## src/rtl/chacha_keystream_xor_pkg.sv

```systemverilog
// Shared ChaCha types: 32-bit word, 4x4 state matrix, FSM states and the RFC 8439 constant row.
package chacha_keystream_xor_pkg;

  localparam int CHACHA_WORDS = 16;
  localparam int IDX_W        = $clog2(CHACHA_WORDS);

  typedef logic [31:0] word_t;
  typedef word_t [3:0][3:0] chacha_state_t;

  typedef enum logic {
    IDLE,
    STREAM
  } state_t;

  // Row 0 of the initial state: "expand 32-byte k" as little-endian words.
  function automatic word_t chacha_const(input logic [1:0] col);
    case (col)
      2'd0:    return 32'h61707865;
      2'd1:    return 32'h3320646e;
      2'd2:    return 32'h79622d32;
      default: return 32'h6b206574;
    endcase
  endfunction

endpackage

```

## src/rtl/chacha_keystream_xor_ks_byte_mask.sv

```systemverilog
// Turns the final-word byte count into a lane mask; out-of-range counts mean a full word.
module chacha_keystream_xor_ks_byte_mask (
  input  logic [2:0]  in_bytes,
  input  logic        in_last,
  output logic [31:0] mask,
  output logic [2:0]  bytes
);

  always_comb begin
    mask  = '1;
    bytes = 3'd4;
    if (in_last) begin
      case (in_bytes)
        3'd1: begin mask = 32'h0000_00ff; bytes = 3'd1; end
        3'd2: begin mask = 32'h0000_ffff; bytes = 3'd2; end
        3'd3: begin mask = 32'h00ff_ffff; bytes = 3'd3; end
        default: begin mask = '1; bytes = 3'd4; end
      endcase
    end
  end

endmodule

```

## src/rtl/chacha_keystream_xor.sv

```systemverilog
// Consumes finished ChaCha keystream blocks and XORs them word-by-word onto a 32-bit data
// stream; owns the block counter fed back to the state builder.
module chacha_keystream_xor
  import chacha_keystream_xor_pkg::*;
#(
  parameter logic [31:0] COUNTER_INIT = 32'd1
) (
  input  logic          clk,
  input  logic          rst,
  input  logic          blk_valid,
  output logic          blk_ready,
  input  chacha_state_t blk_state,
  output logic [31:0]   blk_count,
  input  logic          in_valid,
  output logic          in_ready,
  input  logic [31:0]   in_data,
  input  logic          in_last,
  input  logic [2:0]    in_bytes,
  output logic          out_valid,
  input  logic          out_ready,
  output logic [31:0]   out_data,
  output logic          out_last,
  output logic [2:0]    out_bytes,
  output logic          ctr_wrap
);

  localparam logic [IDX_W-1:0] LAST_IDX = IDX_W'(CHACHA_WORDS - 1);

  state_t           state, state_next;
  logic [IDX_W-1:0] word_idx;
  chacha_state_t    ks;
  word_t            ks_word;
  logic             accept;
  logic [31:0]      mask;
  logic [2:0]       bytes_eff;

  logic             vld_p1;
  logic [31:0]      data_p1;
  logic             last_p1;
  logic [2:0]       bytes_p1;

  chacha_keystream_xor_ks_byte_mask u_mask (
    .in_bytes (in_bytes),
    .in_last  (in_last),
    .mask     (mask),
    .bytes    (bytes_eff)
  );

  // Row-major serialization: word k comes from row k/4, column k%4.
  assign ks_word = ks[word_idx[3:2]][word_idx[1:0]];
  assign accept  = in_valid && in_ready;

  always_ff @(posedge clk) begin
    if (rst) state <= IDLE;
    else     state <= state_next;
  end

  always_comb begin
    state_next = state;
    blk_ready  = 1'b0;
    in_ready   = 1'b0;
    case (state)
      IDLE: begin
        blk_ready = 1'b1;
        if (blk_valid) state_next = STREAM;
      end
      STREAM: begin
        in_ready = !vld_p1 || out_ready;
        if (in_valid && (!vld_p1 || out_ready) && (in_last || word_idx == LAST_IDX))
          state_next = IDLE;
      end
      default: state_next = IDLE;
    endcase
  end

  // Stage p0 -> p1: one-entry output register, accept and drain may coincide.
  always_ff @(posedge clk) begin
    if (rst) begin
      word_idx  <= '0;
      blk_count <= COUNTER_INIT;
      ctr_wrap  <= 1'b0;
      ks        <= '0;
      vld_p1    <= 1'b0;
      data_p1   <= '0;
      last_p1   <= 1'b0;
      bytes_p1  <= 3'd4;
    end else begin
      if (blk_valid && blk_ready) begin
        ks       <= blk_state;
        word_idx <= '0;
      end
      if (accept) begin
        vld_p1   <= 1'b1;
        data_p1  <= (in_data ^ ks_word) & mask;
        last_p1  <= in_last;
        bytes_p1 <= bytes_eff;
        if (in_last) begin
          word_idx  <= '0;
          blk_count <= COUNTER_INIT;
        end else if (word_idx == LAST_IDX) begin
          word_idx  <= '0;
          blk_count <= blk_count + 32'd1;
          if (blk_count == 32'hFFFF_FFFF) ctr_wrap <= 1'b1;
        end else begin
          word_idx <= word_idx + IDX_W'(1);
        end
      end else if (out_ready) begin
        vld_p1 <= 1'b0;
      end
    end
  end

  assign out_valid = vld_p1;
  assign out_data  = data_p1;
  assign out_last  = last_p1;
  assign out_bytes = bytes_p1;

endmodule
```

## config.mk

```make
export PLATFORM = sky130hd
export DESIGN_NAME = chacha_keystream_xor
export DESIGN_NICKNAME = d
export VERILOG_FILES = /design/src/rtl/chacha_keystream_xor_pkg.sv /design/src/rtl/chacha_keystream_xor_ks_byte_mask.sv /design/src/rtl/chacha_keystream_xor.sv
export SDC_FILE = /design/constraint.sdc
export NUM_CORES = 1
export LEC_CHECK = 0
export ABC_CLOCK_PERIOD_IN_PS = 3800
export CORE_MARGIN = 2
export CORE_UTILIZATION = 35
export DETAILED_ROUTE_END_ITERATION = 12
export PLACE_DENSITY = 0.59
export SYNTH_ARGS = -nofsm -noshare
export SYNTH_HDL_FRONTEND = slang
export SYNTH_SLANG_ARGS = --single-unit
```

## constraint.sdc

```tcl
create_clock -name clk -period 3.8 [get_ports clk]
set_input_delay 0.95 -clock clk [delete_from_list [all_inputs] [get_ports clk]]
set_output_delay 0.95 -clock clk [all_outputs]
set_load 0.02 [all_outputs]
```

==> out/summary.md <==
Vertical die dimension: 270 um. Total number of vias: 22400. The tools report the kind of end point of the critical path as an output pin. The share of synthesized flip-flops with an asynchronous set or reset was 0; the worst setup slack after placement was 0.442 ns. The run gives 0.354 as the initial core utilization. The number of detailed-route iterations in the first pass is 5. The number of clock sinks is 587. The flow ran to the end, and the final reports show no timing, DRC or antenna violations.

The number of buffers inserted for hold repair after clock tree synthesis came out at 0. The area of the die came out at 72900 um2. Gates resized during post-CTS repair numbered 0. Walking the worst path, the cells encountered are clkdlybuf4s50_1 > nand2b_1 > and2_1 > clkdlybuf4s50_1. Each instance of the synthesized netlist takes up on average 8.51 um2. Relative to the synthesized area, the layout overhead comes to 38.3%.

The worst-case IR drop observed on VDD is 0.000255 V. Synthesis handed over a netlist of 2910 instances. In this run, synthesis inferred 0 flip-flops with an integrated enable. The count of buffering cells on the critical path with inverters included came out at 2. The cell area that synthesis handed to floorplanning was 24800 um2. Initial antenna violation count: 24. The H-tree was split into 3 levels. 625 I/O pins were placed.

Among the stages of the critical path, the cell type that occurs most often is sky130_fd_sc_hd__clkdlybuf4s50_1. The detail route stage leaves a number of antenna-violating nets equal to 0. The worst min-delay path category is flop to flop.

Wire segments on met2 add up to 44.9 mm in the final route. Cell chosen for the clock root: sky130_fd_sc_hd__clkbuf_16. The capture point of the worst path was in_ready.

Once routing completed, OpenROAD measured the worst setup slack at 0.495 ns. In this run the standard cell core region covers 70000 um2. The met3 wirelength from detailed routing was 5.59 mm; the met1 layer wirelength in the final routing was 40.7 mm. The tools report the filler cell count in the final layout as 6898.

Cell with the largest stage delay on the worst path: sky130_fd_sc_hd__clkdlybuf4s50_1. The clock tree buffer depth came out at 3. TritonCTS built the clock tree.

Buffers added to address setup during post-CTS repair amount to 0. For flop-to-flop paths, the worst setup slack is 0.80 ns. The tools report the layout net count as 3985. The share of the clock period used by the worst path after layout is 0.870. The critical path crosses 4 cells after its start point. In this run the worst path has a maximum fanout of 6.

The logs give 0 for the number of maximum-capacitance violations and 2.85 ns for the required time of the worst setup path. The tools report the proportion of synthesized chip area in sequential cells as 0.475. The category of cells accounting for the largest share of critical-path delay is buffers and inverters.

The minimum period implied by the final worst setup slack was 3.31 ns; the summed negative setup slack over all endpoints was 0 ns. The run gives 2.36 ns as the arrival time of data at the critical path endpoint. The endpoint identified for the worst register-to-register timing path is blk_count[29]$_SDFFE_PP0P_. The max-slew headroom at the worst pin came out at 0.448. For the count of yosys warnings during synthesis, the log shows 0. The total wire length was 93.5 mm.

Setup repair after global routing left no endpoint under its margin. The count of buffers inserted at the top-level ports is 624. The tools report the combined global-route utilization of all metal layers as 0.248.

In this run, the number of DRC markers left after iteration 0 of detailed routing was 1810. The biggest cell delay along the critical path was 0.59 ns; the later-pin clock latency in the skew report was 0.61 ns. Setup violations remaining at the end of the flow were counted as 0. In this run the static leakage power is 11.9 nW.

The overflow left after global routing was 0. The detailed-route vias per instance was 5.04; the placement row count was 97. At the pin with the least slew margin, the transition time is 0.806 ns. Among all flip-flop cells after synthesis, the most frequent one is sky130_fd_sc_hd__dfxtp_1.

Number of distinct library cells after synthesis: 46. The number of synthesized register bits works out to 587. For the worst flop-to-flop path, the logic depth is 6. In this run, CTS created clock tree buffers numbering 66. Clock-pin slew was measured on the worst setup and hold paths at 0.06 ns. The worst setup path is launched from a primary input. The logs give 137 mm for the first-pass GRT wire length and 21300 for the number of global-route vias before repair. The power density over the cells was 439 nW/um2; the placer congestion estimate was 0.840. The largest clock skew in the final design was 0.0252 ns; the post-DP HPWL was 69.0 mm. The most critical setup path has its startpoint at out_ready. The number of nets in the synthesized netlist is 3465. The highest clock rate is 303 MHz.

Dividing the detail-routed wire length by the instance count gives 21.1 um. For this run, design rule violations remaining after detail routing come to 0. The startpoint identified for the worst register-to-register timing path is word_idx[0]$_SDFFE_PP0P_.

From left edge to right edge, the die measures 270 um. The count of final hold-check violations was 0; the ratio of cells with drive above 1 in the final layout was 0.0868. The highest signal layer in the routed design was met5.

Critical setup path kind: primary input to output pin. The logs give 122 for the pin count of the biggest net entering global routing and 0 for the max-slew violation total from the final report.
-- power breakdown --
part,leakage (nW),internal (mW),switching (mW)
registers,4.81,6.49,0.171
clock network,1.08,3.85,2.65
logic,6.06,0.966,0.910
total,11.9,11.3,3.73
-- logic make-up (layout without fill, tap and decap cells) --
| logic type | after synthesis | count (layout) | synth area share |
|---|---|---|---|
| fa+ha+maj | 2 | 2 | 0.00101 |
| xor+xnor | 40 | 40 | 0.0141 |
| simple gates | 1209 | 1209 | 0.195 |
| other cells | 0 | 16 | 0 |
| buf+inv | 245 | 815 | 0.0389 |
| compound gates | 611 | 611 | 0.128 |
| mux | 216 | 216 | 0.148 |
| flops | 587 | 587 | 0.475 |
-- cell usage in the layout, fill, tap and decap left out, drive strengths merged, types with 7 or more instances in the layout --
| cell type | count |
|---|---|
| a21oi | 543 |
| a22oi | 8 |
| a2bb2oi | 8 |
| buf | 65 |
| clkbuf | 106 |
| clkdlybuf4s50 | 623 |
| dfxtp | 587 |
| diode | 16 |
| inv | 13 |
| mux2 | 8 |
| mux2i | 88 |
| mux4 | 120 |
| nand2 | 1076 |
| nand3 | 25 |
| nand3b | 10 |
| nand4b | 8 |
| nor2 | 27 |
| nor3 | 9 |
| nor4 | 7 |
| o21ai | 35 |
| o31ai | 7 |
| or3 | 9 |
| or4 | 17 |
| xnor2 | 38 |
-- worst reg2reg max path: cells and delay by family (launching register included) --
kind	cells	cell delay, ns
adder cells (fa/ha/maj)	1	0.31
AND/OR/NAND/NOR	3	1.71
AO/OA/AOI/OAI	2	0.30
flip-flops	1	0.63
-- layout make-up --
| cell class | count | area (um2) | share of cell area |
|---|---|---|---|
| Antenna cell | 16 | 40.0 | 0.00117 |
| Clock buffer | 106 | 2050 | 0.0597 |
| Clock inverter | 12 | 150 | 0.00438 |
| Inverter | 9 | 33.8 | 0.000986 |
| Multi-Input combinational cell | 2078 | 12100 | 0.352 |
| Sequential cell | 587 | 11800 | 0.343 |
| Tap cell | 940 | 1180 | 0.0343 |
| Timing Repair Buffer | 688 | 6980 | 0.204 |
-- worst min path at each step --
stage / start / end / slack, ns / depth (start not counted)
2_1_floorplan: ks[159]$_SDFFE_PP0P_ / ks[159]$_SDFFE_PP0P_ / 0.43 / 2
3_3_place_gp: out_data[17]$_SDFFE_PP0P_ / out_data[17]$_SDFFE_PP0P_ / 0.43 / 2
3_5_place_dp: ks[197]$_SDFFE_PP0P_ / ks[197]$_SDFFE_PP0P_ / 0.44 / 2
4_1_cts: ks[197]$_SDFFE_PP0P_ / ks[197]$_SDFFE_PP0P_ / 0.45 / 2
5_1_grt: ks[292]$_SDFFE_PP0P_ / ks[292]$_SDFFE_PP0P_ / 0.46 / 2
6_report: ks[197]$_SDFFE_PP0P_ / ks[197]$_SDFFE_PP0P_ / 0.45 / 2
-- synthesized netlist by cell type (2+ instances only) --
cell type                   count  share of area
sky130_fd_sc_hd__and4_1         2        0.00071
sky130_fd_sc_hd__or4_1         17         0.0052
sky130_fd_sc_hd__buf_2         26         0.0053
sky130_fd_sc_hd__nand4b_1       8         0.0028
sky130_fd_sc_hd__mux2_2         8         0.0036
sky130_fd_sc_hd__a2bb2oi_1      8         0.0028
sky130_fd_sc_hd__nor3_1         9         0.0018
sky130_fd_sc_hd__and2_1         4         0.0010
sky130_fd_sc_hd__ha_1           2         0.0010
sky130_fd_sc_hd__o31ai_1        7         0.0021
sky130_fd_sc_hd__buf_1         13         0.0020
sky130_fd_sc_hd__and3_1         3        0.00076
sky130_fd_sc_hd__a21oi_1      543           0.11
sky130_fd_sc_hd__clkbuf_1     195          0.030
sky130_fd_sc_hd__o21ai_0       34         0.0069
sky130_fd_sc_hd__nor2b_1        3        0.00076
sky130_fd_sc_hd__dfxtp_1      587           0.47
sky130_fd_sc_hd__nand4_1        4         0.0010
sky130_fd_sc_hd__inv_1          9         0.0014
sky130_fd_sc_hd__nor4_1         7         0.0018
sky130_fd_sc_hd__xnor2_1       38          0.013
sky130_fd_sc_hd__nand2_1     1076           0.16
sky130_fd_sc_hd__nor2_1        27         0.0041
sky130_fd_sc_hd__mux4_2       120           0.11
sky130_fd_sc_hd__nand3b_1      10         0.0030
sky130_fd_sc_hd__nand3_1       25         0.0051
sky130_fd_sc_hd__a32oi_1        3         0.0011
sky130_fd_sc_hd__or3_1          8         0.0020
sky130_fd_sc_hd__a22oi_1        8         0.0024
sky130_fd_sc_hd__mux2i_1       88          0.036
sky130_fd_sc_hd__xor2_1         2        0.00071
sky130_fd_sc_hd__nand2b_1       2        0.00051
-- state kept, by name (all words and copies together), names as in the netlist --
signal and flops:
state 1, out_valid 1, ctr_wrap 1, out_bytes 3, blk_count 32, ks 512, word_idx 4, out_data 32
out_last 1
-- layer usage --
layer  vias up  track usage
met1     10700        0.328
met2       594        0.408
met4        14       0.0721
li1      10900            -
met5         -            0
met3       113       0.0509
-- stage by stage --
stage	utilization	cells	instance area (um2)	hold slack, ns	power, mW
6_report	0.489	4436	34300	0.449	15.0
5_1_grt	0.489	4433	34300	0.464	15.6
4_1_cts	0.489	4420	34200	0.451	15.2
2_1_floorplan	-	2910	24800	0.433	7.63
3_3_place_gp	0.457	4302	32000	0.433	8.66
3_5_place_dp	0.457	4302	32000	0.443	8.68
Note: power is estimated with default switching activity, not from simulation.
